$ cat src/rtl/tff_ctrl_pkg.sv
// rtl/tff_ctrl_pkg.sv - shared state encoding and width default for the T-flop counter
package tff_ctrl_pkg;

    localparam int TFF_WIDTH_DEFAULT = 4;

    typedef enum logic [1:0] {
        ST_IDLE = 2'b00,
        ST_RUN  = 2'b01,
        ST_LOAD = 2'b10,
        ST_DONE = 2'b11
    } tff_state_e;

endpackage

$ cat src/rtl/tff_cell.sv
// rtl/tff_cell.sv - single T flip-flop with synchronous active-low clear
module tff_cell (
    input  logic t,
    input  logic clk,
    input  logic rst_n,
    output logic q
);

    logic r_q;

    always_ff @(posedge clk) begin
        if (!rst_n) begin
            r_q <= 1'b0;
        end else begin
            r_q <= r_q ^ t;
        end
    end

    assign q = r_q;

endmodule

$ cat src/rtl/tff_count_ctrl.sv
// rtl/tff_count_ctrl.sv - up/down modulo counter built from T cells, driven by a start/stop/load FSM
module tff_count_ctrl
    import tff_ctrl_pkg::*;
#(
    parameter int WIDTH = TFF_WIDTH_DEFAULT
) (
    input  logic             clk,
    input  logic             rst_n,
    input  logic             start,
    input  logic             stop,
    input  logic             load_en,
    input  logic [WIDTH-1:0] load_val,
    input  logic             mode_up,
    input  logic [WIDTH-1:0] mod_val,
    input  logic             one_shot,
    output logic [WIDTH-1:0] q,
    output logic             busy,
    output logic             tc,
    output logic             done
);

    tff_state_e       r_state;
    tff_state_e       w_next;
    logic             r_mode;
    logic [WIDTH-1:0] r_mod;
    logic             r_os;
    logic             r_tc;
    logic             r_busy;
    logic             r_done;

    logic [WIDTH-1:0] w_t;
    logic [WIDTH-1:0] w_t_up;
    logic [WIDTH-1:0] w_t_dn;
    logic             w_tc_next;
    logic             w_capture;

    // Carry/borrow prefixes: bit i toggles when every lower bit is 1 (up) or 0 (down).
    assign w_t_up[0] = 1'b1;
    assign w_t_dn[0] = 1'b1;
    genvar gi;
    generate
        for (gi = 1; gi < WIDTH; gi++) begin : g_prefix
            assign w_t_up[gi] = &q[gi-1:0];
            assign w_t_dn[gi] = &(~q[gi-1:0]);
        end
        for (gi = 0; gi < WIDTH; gi++) begin : g_cell
            tff_cell u_cell (
                .t     (w_t[gi]),
                .clk   (clk),
                .rst_n (rst_n),
                .q     (q[gi])
            );
        end
    endgenerate

    always_comb begin
        w_next    = r_state;
        w_t       = '0;
        w_tc_next = 1'b0;
        w_capture = 1'b0;
        case (r_state)
            ST_IDLE, ST_DONE: begin
                if (load_en) begin
                    w_next = ST_LOAD;
                end else if (start) begin
                    w_next    = ST_RUN;
                    w_capture = 1'b1;
                end
            end
            ST_LOAD: begin
                w_t    = q ^ load_val;
                w_next = ST_IDLE;
            end
            ST_RUN: begin
                if (stop) begin
                    w_next = ST_IDLE;
                end else begin
                    if (r_mode) begin
                        if (q == r_mod) begin
                            w_t       = q;
                            w_tc_next = 1'b1;
                        end else begin
                            w_t = w_t_up;
                        end
                    end else begin
                        if (q == '0) begin
                            w_t       = q ^ r_mod;
                            w_tc_next = 1'b1;
                        end else begin
                            w_t = w_t_dn;
                        end
                    end
                    if (w_tc_next && r_os) begin
                        w_next = ST_DONE;
                    end
                end
            end
            default: begin
                w_next = ST_IDLE;
            end
        endcase
    end

    // busy/done come straight from flops loaded with the next-state decode.
    always_ff @(posedge clk) begin
        if (!rst_n) begin
            r_state <= ST_IDLE;
            r_mode  <= 1'b0;
            r_mod   <= '0;
            r_os    <= 1'b0;
            r_tc    <= 1'b0;
            r_busy  <= 1'b0;
            r_done  <= 1'b0;
        end else begin
            r_state <= w_next;
            r_tc    <= w_tc_next;
            r_busy  <= (w_next == ST_RUN) || (w_next == ST_LOAD);
            r_done  <= (w_next == ST_DONE);
            if (w_capture) begin
                r_mode <= mode_up;
                r_mod  <= mod_val;
                r_os   <= one_shot;
            end
        end
    end

    assign busy = r_busy;
    assign tc   = r_tc;
    assign done = r_done;

endmodule

$ cat config.mk
export PLATFORM = sky130hd
export DESIGN_NAME = tff_count_ctrl
export DESIGN_NICKNAME = d
export VERILOG_FILES = /design/src/rtl/tff_ctrl_pkg.sv /design/src/rtl/tff_cell.sv /design/src/rtl/tff_count_ctrl.sv
export SDC_FILE = /design/constraint.sdc
export NUM_CORES = 1
export LEC_CHECK = 0
export BUFFER_PORTS_ARGS = -buffer_cell sky130_fd_sc_hd__buf_2
export CAP_MARGIN = 10
export CORE_MARGIN = 5
export CORE_UTILIZATION = 38
export CTS_BUF_LIST = sky130_fd_sc_hd__clkbuf_8
export DETAILED_ROUTE_END_ITERATION = 10
export GPL_TIMING_DRIVEN = 0
export PLACE_DENSITY = 0.68
export REMOVE_ABC_BUFFERS = 1
export SLEW_MARGIN = 25
export SYNTH_ARGS = -nofsm -noshare
export SYNTH_HDL_FRONTEND = slang
export SYNTH_SLANG_ARGS = --single-unit
$ cat constraint.sdc
create_clock -name clk -period 2 [get_ports clk]
set_clock_uncertainty 0.1 [all_clocks]
set_input_delay 0.3 -clock clk [delete_from_list [all_inputs] [get_ports clk]]
set_output_delay 0.3 -clock clk [all_outputs]
set_load 0.1 [all_outputs]
==> metrics.md <==
| Metric | Value |
|---|---|
| Status | finished with violations |
| Failing checks | setup timing |
| Die W | 61.93 um |
| Final Wtd Congestion | 0.8310 |
| # fillers | 269 |
| Sequential Power Share | 25.2% |
| WP data arrival | 2.11 ns |
| WL/cell | 14.12 um |
| Slew Limit Headroom | 67.49% |
| Leakage | 0.5111 nW |
| Post-DP HPWL | 1.745 mm |
| Vias/cell | 5.459 |
| Post-route ant nets | 0 |
| Yosys top cell area share | 29.30% |
| Sw power | 0.7919 mW |
| Final wirelength | 2.584 mm |
| Top cells by count, synth | dfxtp_1 (15), nand2_1 (13), a21oi_1 (12) |
| Total of max-cap violations | 0 |
| Final setup violation count | 2 |
| Req. time, crit path | 2.04 ns |
| Sequential share of the synthesized area | 29.30% |
| DIE AREA | 3835 um^2 |
| Fin. Hold Viols | 0 |
| Hold_buf cts | 0 |
| Share of cells above drive strength 1 | 36.60% |
| Synth Warn # | 0 |
| Core Area | 2522 um^2 |
| Grt ovf | 0 |
| H-tree levels | 1 |
| Synth area leaders | dfxtp_1 (29%), a21oi_1 (5.9%), nand2_1 (4.8%) |
| Synth Instances | 130 |
| Vias in the first global route | 987 |
| Post-route cell area | 1281 um^2 |
| P&R area growth vs syn | 25.03% |
| Global-route wire length before repair | 4.229 mm |
| Initial antenna violation count | 0 |
| Post-synth top area cell | dfxtp_1 |
| Sink Count | 15 |
| All-layer global routing usage | 14.51% |
| Post-Layout Cell Count | 183 |
| Comb power frac | 61.1% |
| Cell Chain, Critical Path | and2b_1, nor4_4, and3_4, and2_4, o21ai_4, a211oi_2, ha_1, and2_1 |
| CTS tree | yes |
| CTS buffer count | 3 |
| Register Area | 311.5 um^2 |
| Placed instance area | 1095 um^2 |
| Slowest CP cell | dfxtp_4 |
| Crit path capture type | flop |
| Flop and latch count out of synthesis | 15 |
| Cell row count | 18 |
| PD cells | 1329 nW/um^2 |
| Pin count of the biggest net entering global routing | 12 |
| DR DRC count | 0 |
| Setup Crit Path Kind | flop to flop |
| Area occupied by multi-input gates | 688.2 um^2 |
| Slew Limit Fails | 0 |
| Fin crit share | 103.8% |
| Worst-Margin Slew | 0.4911 ns |
| Cell area after synthesis | 1025 um^2 |
| Count leader, synth | dfxtp_1 |
| Placed instance count | 170 |
| Peak Freq | 0.4815 GHz |
| Sw frac | 46.51% |
| Pre-CTS setup slack | -0.4581 ns |
| Ant diodes | 0 |
| Root Buffer | clkbuf_8 |
| Number of synthesized flops with an enable pin | 0 |
| IO buf count | 21 |
| Worst-path clk slew | 0.06 ns |
| Int Pwr | 0.9107 mW |
| Crit path time final | 2.077 ns |
| Initial Util | 40.63% |
| CP Launch Type | flop |
| Setup ws final | -0.07668 ns |
| Clock group share of total power | 13.7% |
| Unrepaired setup endpoints after global routing | yes |
| DR iter-0 viols | 15 |
| Hold Crit Class | input pin to flop |
| Post-synthesis async set-or-reset flop share | 0% |
| I/O Pins | 22 |
| Critical path fanouts, max | 4 |
| Avg Inst Size Synth | 7.883 um^2 |
| Max clock buf depth | 2 |
| Final nets | 172 |
| Initial DRT Pass Iterations | 4 |
| Worst hold slack | 0.1983 ns |
| Die Y | 61.93 um |
| Latest clock arrival within the worst-skew pair | 0.24 ns |
| Routed vias | 999 |
| Synth cell types | 42 |
| Slowest stage delay, CP | 0.36 ns |
| Layout Utilization | 50.79% |
| Commonest register cell after synthesis | dfxtp_1 |
| VDD IR max | 0.8775 mV |
==> per-stage QoR <==
| step | total power [mW] | setup TNS, ns |
|---|---|---|
| after floorplan | 1.113 | -4.764 |
| after global placement | 1.248 | -1.094 |
| after detailed placement | 1.267 | -1.574 |
| after CTS | 1.616 | -0.1574 |
| after global routing | 1.826 | -0.4283 |
| final | 1.703 | -0.1324 |
==> worst max-delay path, delay by kind of cell, from the launching register on <==
kind,cells,cell delay [ns]
AND/OR/NAND/NOR,5,1.00
flip-flops,1,0.36
AO/OA/AOI/OAI,2,0.26
adder cells (fa/ha/maj),1,0.25
==> metal layers <==
metal	up-vias	GRT usage (%)	share of wire (%)
met5	-	0	0
met4	0	5.455	1.4
met3	4	2.686	5.6
met2	25	26.16	52
met1	471	16.92	41
li1	499	-	-
==> power by group through the flow <==
stage | registers (mW) | logic (mW) | clock network (mW)
floorplan | 0.638 | 0.475 | 0
global placement | 0.441 | 0.807 | 0
detailed placement | 0.446 | 0.821 | 0
CTS | 0.424 | 0.951 | 0.242
global route | 0.438 | 1.13 | 0.255
finish | 0.428 | 1.04 | 0.233
==> cell families (layout without fill, tap and decap cells) <==
logic type	count (synthesis)	in the layout	synth area share, %
xor gates and xnor gates	2	2	2.443
and+or+nand+nor	61	61	33.82
buffers and inverters	16	39	8.912
adders and majority gates	3	3	3.663
DFF	15	15	29.30
AOI/OAI and AO/OA	33	33	21.86
==> state kept, by name, indices dropped and copies added (netlist names) <==
name	count
g_cell.u_cell.q	4
r_mod	4
r_state	2
busy	1
done	1
r_mode	1
r_os	1
tc	1
==> layout by cell type (no fill, tap or decap), types with 2 or more instances in the layout <==
master,count
a21oi_1,11
and2_1,2
buf_2,21
buf_4,7
buf_6,2
clkbuf_8,3
dfxtp_1,10
dfxtp_2,3
dfxtp_4,2
ha_1,2
inv_1,5
nand2_1,13
nand2b_1,6
nand3_1,9
nor2_1,7
nor2b_1,5
nor2b_4,3
nor3_1,4
nor3_2,2
o21ai_0,6
o21bai_1,2
==> area by class of cell <==
type                       count  share of cell area [%]
timing repair buffer          30                   14.06
clock buffer                   3                   3.223
tap                           30                   2.930
clock inverter                 1                  0.2930
multi-input combinational     99                   53.71
inverter                       5                   1.465
sequential                    15                   24.32
==> final timing paths <==
kind                           start        to  slack [ns]  cells past startpoint
setup / recovery  g_cell[0].u_cell.q      busy       -0.08                      8
hold / removal            mod_val[0]  r_mod[0]        0.20                      3
setup reg to reg  g_cell[0].u_cell.q      busy       -0.08                      8
hold reg to reg                 r_os      r_os        0.40                      2
==> repair_timing <==
action | CTS | global route
resized for setup | 10 | 12
pin swaps | 6 | 8
endpoints found under the setup margin | 12 | 7
buffers inserted | 8 | 1
Power figures use the tool's default switching activity.
